**src/rtl/mem_walk_arb_if.sv**
```systemverilog
// Bundle of the requester, response, kill and memory-port signals of mem_walk_arb.
// Latency: none, wires only.
// Backpressure: valid/ready on every channel. slave = arbiter side, master = requesters + memory.
//
// Ports (arbiter view):
//   req_i_*      N requesters -> arbiter. Line numbers are packed, requester i at [i*MCN_W +: MCN_W].
//   resp_o_*     arbiter -> requesters. The data bus is shared; valid is one-hot or zero.
//   kill_i       per-requester flush.
//   mem_req_o_*  arbiter -> memory line request.
//   mem_resp_i_* memory -> arbiter line response.
interface mem_walk_arb_if #(
    parameter int N      = 4,
    parameter int MCN_W  = 58,
    parameter int DATA_W = 512
);
    logic [N-1:0]       req_i_valid;
    logic [N-1:0]       req_i_ready;
    logic [N*MCN_W-1:0] req_i_bits_mcn;
    logic [N-1:0]       resp_o_valid;
    logic [N-1:0]       resp_o_ready;
    logic [DATA_W-1:0]  resp_o_bits_data;
    logic [N-1:0]       kill_i;
    logic               mem_req_o_ready;
    logic               mem_req_o_valid;
    logic [MCN_W-1:0]   mem_req_o_bits_mcn;
    logic               mem_resp_i_ready;
    logic               mem_resp_i_valid;
    logic [DATA_W-1:0]  mem_resp_i_bits_data;

    modport slave (
        input  req_i_valid, req_i_bits_mcn, resp_o_ready, kill_i,
               mem_req_o_ready, mem_resp_i_valid, mem_resp_i_bits_data,
        output req_i_ready, resp_o_valid, resp_o_bits_data,
               mem_req_o_valid, mem_req_o_bits_mcn, mem_resp_i_ready
    );

    modport master (
        output req_i_valid, req_i_bits_mcn, resp_o_ready, kill_i,
               mem_req_o_ready, mem_resp_i_valid, mem_resp_i_bits_data,
        input  req_i_ready, resp_o_valid, resp_o_bits_data,
               mem_req_o_valid, mem_req_o_bits_mcn, mem_resp_i_ready
    );
endinterface

```
**src/rtl/mem_walk_arb.sv**
```systemverilog
// Round-robin arbiter of N VLB refill/walk requesters onto one memory line port, one transaction in flight.
// Latency: grant is combinational in IDLE, memory request 1 cycle later, response passed through with zero latency.
// Backpressure: mem_req valid is held until accepted; the response stalls on the winner's ready unless killed (then drained).
//
// Ports: clock, reset (async, active low), bus (mem_walk_arb_if.slave), busy_o (transaction in flight).
// Option: MEM_WALK_ARB_PRIO_EN gives requester 0 fixed top priority. Requesters 1..N-1 still round-robin.
module mem_walk_arb #(
    parameter int N      = 4,
    parameter int MCN_W  = 58,
    parameter int DATA_W = 512
) (
    input  logic              clock,
    input  logic              reset,
    mem_walk_arb_if.slave     bus,
    output logic              busy_o
);
    localparam int WW = $clog2(N);
    localparam logic [WW-1:0] LAST = WW'(N - 1);

    typedef enum logic [1:0] {IDLE, REQ, RESP} state_t;

    state_t             state_q, state_d;
    logic [WW-1:0]      win_q, ptr_q, grant, idx;
    logic [MCN_W-1:0]   mcn_q;
    logic               kill_q;
    logic [N-1:0]       elig;
    logic               any_elig, found;
    logic               kill_now, kill_eff;
    logic [N-1:0]       req_rdy, rsp_vld;
    logic               mreq_vld, mrsp_rdy;
    logic [MCN_W-1:0]   mreq_mcn;
    logic [DATA_W-1:0]  rsp_dat;

    // Round-robin pick: walk from ptr_q+1 and wrap at N-1.
    always_comb begin
        elig     = bus.req_i_valid & ~bus.kill_i;
        any_elig = |elig;
        grant    = '0;
        found    = 1'b0;
        idx      = ptr_q;
        for (int k = 0; k < N; k++) begin
            idx = (idx == LAST) ? '0 : idx + WW'(1);
            if (!found && elig[idx]) begin
                grant = idx;
                found = 1'b1;
            end
        end
`ifdef MEM_WALK_ARB_PRIO_EN
        if (elig[0]) begin
            grant = '0;
        end
`endif
    end

    // A kill of the winner takes effect in the same cycle. It also stays sticky in kill_q.
    assign kill_now = bus.kill_i[win_q];
    assign kill_eff = kill_q | kill_now;

    always_comb begin
        state_d  = state_q;
        req_rdy  = '0;
        rsp_vld  = '0;
        mreq_vld = 1'b0;
        mreq_mcn = '0;
        mrsp_rdy = 1'b0;
        rsp_dat  = '0;
        case (state_q)
            IDLE: begin
                if (any_elig) begin
                    req_rdy = {{(N-1){1'b0}}, 1'b1} << grant;
                    state_d = REQ;
                end
            end
            REQ: begin
                mreq_vld = 1'b1;
                mreq_mcn = mcn_q;
                if (bus.mem_req_o_ready) begin
                    state_d = RESP;
                end
            end
            RESP: begin
                rsp_dat = bus.mem_resp_i_bits_data;
                if (kill_eff) begin
                    mrsp_rdy = 1'b1;
                end else begin
                    mrsp_rdy = bus.resp_o_ready[win_q];
                    rsp_vld  = {N{bus.mem_resp_i_valid}} & ({{(N-1){1'b0}}, 1'b1} << win_q);
                end
                if (bus.mem_resp_i_valid && mrsp_rdy) begin
                    state_d = IDLE;
                end
            end
            default: state_d = IDLE;
        endcase
    end

    always_ff @(posedge clock or negedge reset) begin
        if (!reset) begin
            state_q <= IDLE;
            win_q   <= '0;
            mcn_q   <= '0;
            kill_q  <= 1'b0;
            ptr_q   <= LAST;
        end else begin
            state_q <= state_d;
            if (state_q == IDLE) begin
                if (any_elig) begin
                    win_q  <= grant;
                    mcn_q  <= bus.req_i_bits_mcn[int'(grant)*MCN_W +: MCN_W];
                    kill_q <= 1'b0;
                end
            end else if (kill_now) begin
                kill_q <= 1'b1;
            end
            if (state_q == RESP && bus.mem_resp_i_valid && mrsp_rdy) begin
`ifdef MEM_WALK_ARB_PRIO_EN
                // Requester 0 sits outside the rotation, so its completion leaves the pointer alone.
                if (win_q != '0) begin
                    ptr_q <= win_q;
                end
`else
                ptr_q <= win_q;
`endif
            end
        end
    end

    // The grant path is combinational from the requester valids. Gating it with reset keeps
    // every ready at 0 while reset is asserted.
    assign bus.req_i_ready        = req_rdy & {N{reset}};
    assign bus.resp_o_valid       = rsp_vld;
    assign bus.resp_o_bits_data   = rsp_dat;
    assign bus.mem_req_o_valid    = mreq_vld;
    assign bus.mem_req_o_bits_mcn = mreq_mcn;
    assign bus.mem_resp_i_ready   = mrsp_rdy;
    assign busy_o                 = (state_q != IDLE);
endmodule

```
**src/flat_wrapper.sv**
```systemverilog
// flat-port wrapper written by rule: the top's interface ports become plain ports
module mem_walk_arb_flat 
#(
    parameter int N      = 4,
    parameter int MCN_W  = 58,
    parameter int DATA_W = 512
)
  (clock, reset, busy_o, bus_req_i_valid, bus_req_i_bits_mcn, bus_resp_o_ready, bus_kill_i, bus_mem_req_o_ready, bus_mem_resp_i_valid, bus_mem_resp_i_bits_data, bus_req_i_ready, bus_resp_o_valid, bus_resp_o_bits_data, bus_mem_req_o_valid, bus_mem_req_o_bits_mcn, bus_mem_resp_i_ready);
  mem_walk_arb_if #(.N(N), .MCN_W(MCN_W), .DATA_W(DATA_W)) bus_i ();
  input  logic clock;
  input  logic reset;
  output logic busy_o;
  input wire logic [$bits(bus_i.req_i_valid)-1:0] bus_req_i_valid;
  input wire logic [$bits(bus_i.req_i_bits_mcn)-1:0] bus_req_i_bits_mcn;
  input wire logic [$bits(bus_i.resp_o_ready)-1:0] bus_resp_o_ready;
  input wire logic [$bits(bus_i.kill_i)-1:0] bus_kill_i;
  input wire logic [$bits(bus_i.mem_req_o_ready)-1:0] bus_mem_req_o_ready;
  input wire logic [$bits(bus_i.mem_resp_i_valid)-1:0] bus_mem_resp_i_valid;
  input wire logic [$bits(bus_i.mem_resp_i_bits_data)-1:0] bus_mem_resp_i_bits_data;
  output wire logic [$bits(bus_i.req_i_ready)-1:0] bus_req_i_ready;
  output wire logic [$bits(bus_i.resp_o_valid)-1:0] bus_resp_o_valid;
  output wire logic [$bits(bus_i.resp_o_bits_data)-1:0] bus_resp_o_bits_data;
  output wire logic [$bits(bus_i.mem_req_o_valid)-1:0] bus_mem_req_o_valid;
  output wire logic [$bits(bus_i.mem_req_o_bits_mcn)-1:0] bus_mem_req_o_bits_mcn;
  output wire logic [$bits(bus_i.mem_resp_i_ready)-1:0] bus_mem_resp_i_ready;
  assign bus_i.req_i_valid = bus_req_i_valid;
  assign bus_i.req_i_bits_mcn = bus_req_i_bits_mcn;
  assign bus_i.resp_o_ready = bus_resp_o_ready;
  assign bus_i.kill_i = bus_kill_i;
  assign bus_i.mem_req_o_ready = bus_mem_req_o_ready;
  assign bus_i.mem_resp_i_valid = bus_mem_resp_i_valid;
  assign bus_i.mem_resp_i_bits_data = bus_mem_resp_i_bits_data;
  assign bus_req_i_ready = bus_i.req_i_ready;
  assign bus_resp_o_valid = bus_i.resp_o_valid;
  assign bus_resp_o_bits_data = bus_i.resp_o_bits_data;
  assign bus_mem_req_o_valid = bus_i.mem_req_o_valid;
  assign bus_mem_req_o_bits_mcn = bus_i.mem_req_o_bits_mcn;
  assign bus_mem_resp_i_ready = bus_i.mem_resp_i_ready;
  mem_walk_arb #(.N(N), .MCN_W(MCN_W), .DATA_W(DATA_W)) u_core (.clock(clock), .reset(reset), .bus(bus_i), .busy_o(busy_o));
endmodule
```
**config.mk**
```make
export PLATFORM = sky130hd
export DESIGN_NAME = mem_walk_arb_flat
export DESIGN_NICKNAME = d
export VERILOG_FILES = /design/src/rtl/mem_walk_arb_if.sv /design/src/rtl/mem_walk_arb.sv /design/src/flat_wrapper.sv
export SDC_FILE = /design/constraint.sdc
export NUM_CORES = 1
export LEC_CHECK = 0
export BUFFER_PORTS_ARGS = -buffer_cell sky130_fd_sc_hd__buf_2
export CORE_AREA = 5 5 517 519
export DETAILED_ROUTE_END_ITERATION = 16
export DIE_AREA = 0 0 522 524
export MAX_ROUTING_LAYER = met4
export PLACE_DENSITY = 0.3
export RECOVER_POWER = 50
export SLEW_MARGIN = 20
export SYNTH_ARGS = -nofsm -noshare
export SYNTH_HDL_FRONTEND = slang
export SYNTH_SLANG_ARGS = --single-unit
```
**constraint.sdc**
```tcl
create_clock -name clock -period 3.2 [get_ports clock]
set_clock_uncertainty 0.15 [all_clocks]
set_input_delay 0.64 -clock clock [delete_from_list [all_inputs] [get_ports clock]]
set_output_delay 0.64 -clock clock [all_outputs]
set_load 0.005 [all_outputs]
```
==> impl_metrics.py <==
metrics = {
    "worst_setup_path": {
        "worst_path_largest_cell_delay_ps": 580,
        "crit_arrival_ps": 2340,
        "worst_path_dominant_cell_family": "compound AO/OA/AOI/OAI gates",
        "r2r_start": "u_core.ptr_q[0]$_DFFE_PN1P_",
        "crit_cells": 6,
        "path_cells": "ha_4 -> a311o_2 -> a22oi_2 -> buf_12 -> and4_4 -> buf_6",
        "cp.required_ps": 2410,
        "startpoint": "u_core.ptr_q[0]$_DFFE_PN1P_",
        "endpoint_kind": "output pin",
        "path_max_fanout": 4,
        "crit_path_start_kind": "flop",
        "cpMaxStageDelayCell": "dfstp_2",
        "critical_path_class": "flop to output pin",
        "rr_worst_depth": 7,
        "worstPathBufferInverterCount": 2,
    },
    "placed_design": {
        "routabilityCongestion": 1.03,
        "dpl_cell_area_um2": 19900,
        "dp_hpwl_um": 199000,
        "port_buffers": 1340,
    },
    "clock_tree": {
        "insertion_delay_ps": 410,
        "clkTransAtPathRegs_ps": 80,
        "h-tree-depth": 3,
        "cts_tree": "done",
        "numCtsBuffers": 9,
        "cts_num_sinks": 65,
        "cts_buffer_depth": 2,
        "cts-root-buf": "clkbuf_16",
    },
    "min_path": {
        "hp-class": "input port to flop",
        "min_from": "bus_mem_req_o_ready",
        "hold_depth": 2,
    },
    "synthesis": {
        "syn_avg_cell_area_um2": 7.54,
        "synthCells": 1163,
        "synth-seq-cells": 65,
        "seq_area_frac_synth_pct": 18.6,
        "yosysUniqueCellTypes": 44,
        "synth.cell_area_um2": 8770,
        "yosys_warnings": 0,
        "synth-edff-count": 0,
        "async_flop_share_pct": 100,
        "synth_flop_cell": "dfrtp_1",
        "synth_nets": 1924,
    },
    "global_route": {
        "overflow": 0,
        "grt_util_all_layers_pct": 15.4,
        "grt_pass1_vias": 15700,
        "grt_antenna_before_repair": 257,
        "grt_pass1_wl_um": 248000,
        "grt_max_degree": 77,
    },
    "floorplan": {
        "rows": 188,
        "initial_core_util_pct": 3.35,
        "fp.dieW_um": 522,
        "pin_count": 1341,
        "core_um2": 262000,
        "die-area_um2": 274000,
        "die_y_um": 524,
    },
    "finish": {
        "final_common_cell": "buf_2",
        "nets": 3209,
        "num-fill-cells": 31200,
        "design_area_um2": 20400,
        "drive_gt1_share_pct": 52.9,
        "multi_input_area_um2": 6380,
        "fin_util_pct": 7.81,
        "seqCellArea_um2": 1630,
        "synthToLayoutAreaGrowth_pct": 133,
        "layout_common_cells": "buf_2, and2_1, clkbuf_1",
    },
    "flow_run": {
        "max-cap-violations": 0,
    },
    "detailed_routing": {
        "dr.pass1.iters": 5,
        "route.detailed.drc": 0,
        "num_vias": 15700,
        "antenna_left": 0,
        "wire_per_inst_um": 35.4,
        "avgViaCountPerCell": 2.58,
        "wl_um": 215000,
        "drt-initial-drc-count": 809,
    },
    "timing": {
        "finalCritPeriodShare_pct": 97.8,
        "slew_violations": 0,
        "hold_slack_ps": 323,
        "fin_crit_ps": 3130,
        "tns_ps": 0,
        "worst_slew_pin_slew_ps": 841,
        "relSlewSlack_pct": 43.9,
        "setup_viol": 0,
        "hold_viol": 0,
        "rsz0062_at_grt": "yes",
        "fmax_ghz": 0.320,
    },
    "power": {
        "leakage_nw": 9.35,
        "max-vdd-ir-drop_mv": 0.339,
        "p_per_area_nw_per_um2": 679,
    },
    "status": {
        "status": "completed",
    },
}
sequential cells by signal, indices dropped and copies added (netlist names):
name,count
u_core.state_q,2
u_core.ptr_q,2
u_core.kill_q,1
u_core.mcn_q,58
u_core.win_q,2
area by class of cell:
class | count | share of cell area, %
Sequential cell | 65 | 7.98
Clock inverter | 6 | 0.557
Inverter | 61 | 1.13
Timing Repair Buffer | 1402 | 34.9
Multi-Input combinational cell | 909 | 31.2
Tap cell | 3515 | 21.5
Antenna cell | 125 | 1.53
Clock buffer | 10 | 1.17
synth_stat cells, drive strengths merged (3+ instances only):
master,number,area share (%)
and2,572,41
nor2,62,2.7
nor2b,4,0.29
dfrtp,63,18
clkbuf,100,4.3
a221oi,58,5.8
nor3,3,0.17
a211oi,58,5.0
inv,60,2.6
buf,29,2.7
nand2,5,0.21
mux2i,58,6.6
a2111oi,58,6.9
where the power goes:
| group | total [W] | leakage (nW) | internal, W | switching (W) |
|---|---|---|---|---|
| logic | 0.0109 | 8.46 | 0.00342 | 0.00752 |
| registers | 0.00157 | 0.724 | 0.00125 | 0.000317 |
| clock network | 0.00136 | 0.166 | 0.000787 | 0.000577 |
final timing paths:
check	end	slack, ps
setup reg to reg	u_core.mcn_q[12]$_DFFE_PN0P_	210
hold / removal	u_core.state_q[0]$_DFFE_PN0P_	320
min in group asynchronous	u_core.mcn_q[38]$_DFFE_PN0P_	530
hold reg to reg	u_core.kill_q$_DFFE_PN0P_	390
setup / recovery	bus_req_i_ready[3]	70
max in group asynchronous	u_core.mcn_q[0]$_DFFE_PN0P_	1180
kinds of logic (layout without fill, tap and decap cells):
kind of cell             Yosys count  count (layout)  synth area share [%]
adder cells (fa/ha/maj)            1               1                 0.143
AND/OR/NAND/NOR                  656             656                  45.0
buffers and inverters            190            1479                  9.62
multiplexers                      62              62                  7.39
flip-flops                        65              65                  18.6
other                              0             125                     0
AO/OA/AOI/OAI                    189             190                  19.3
worst register-to-register path: stages, from the launching register on:
cell and delay (ps):
dfstp_2 580, ha_4 220, a311o_2 360, buf_4 160, buf_4 150, a22o_1 530, a2111oi_0 600, a211oi_1 90
metal layers:
layer  wire, um  GRT usage, %
met1      76900          15.6
met4       7930          4.36
met2      99600          24.8
met3      31000          9.40
met5          0             -
per-stage QoR:
step	total power (W)	std cells	setup WS (ps)
3_3_place_gp	0.0129	5939	-238
5_1_grt	0.0148	6089	-2.59
2_1_floorplan	0.00544	1163	479
4_1_cts	0.0145	5966	8.54
3_5_place_dp	0.0128	5939	10.8
6_report	0.0139	6093	70.4
timing repair:
item / 4_1_cts / 5_1_grt
hold endpoints to repair: 22 / 0
setup endpoints to repair: 6 / 5
gates resized for setup: 10 / 1
hold buffers: 1 / 0
cloned: 2 / 0
setup buffers: 8 / 2
pin swaps: 4 / 2
No activity file was read; power rests on OpenSTA's default activity.
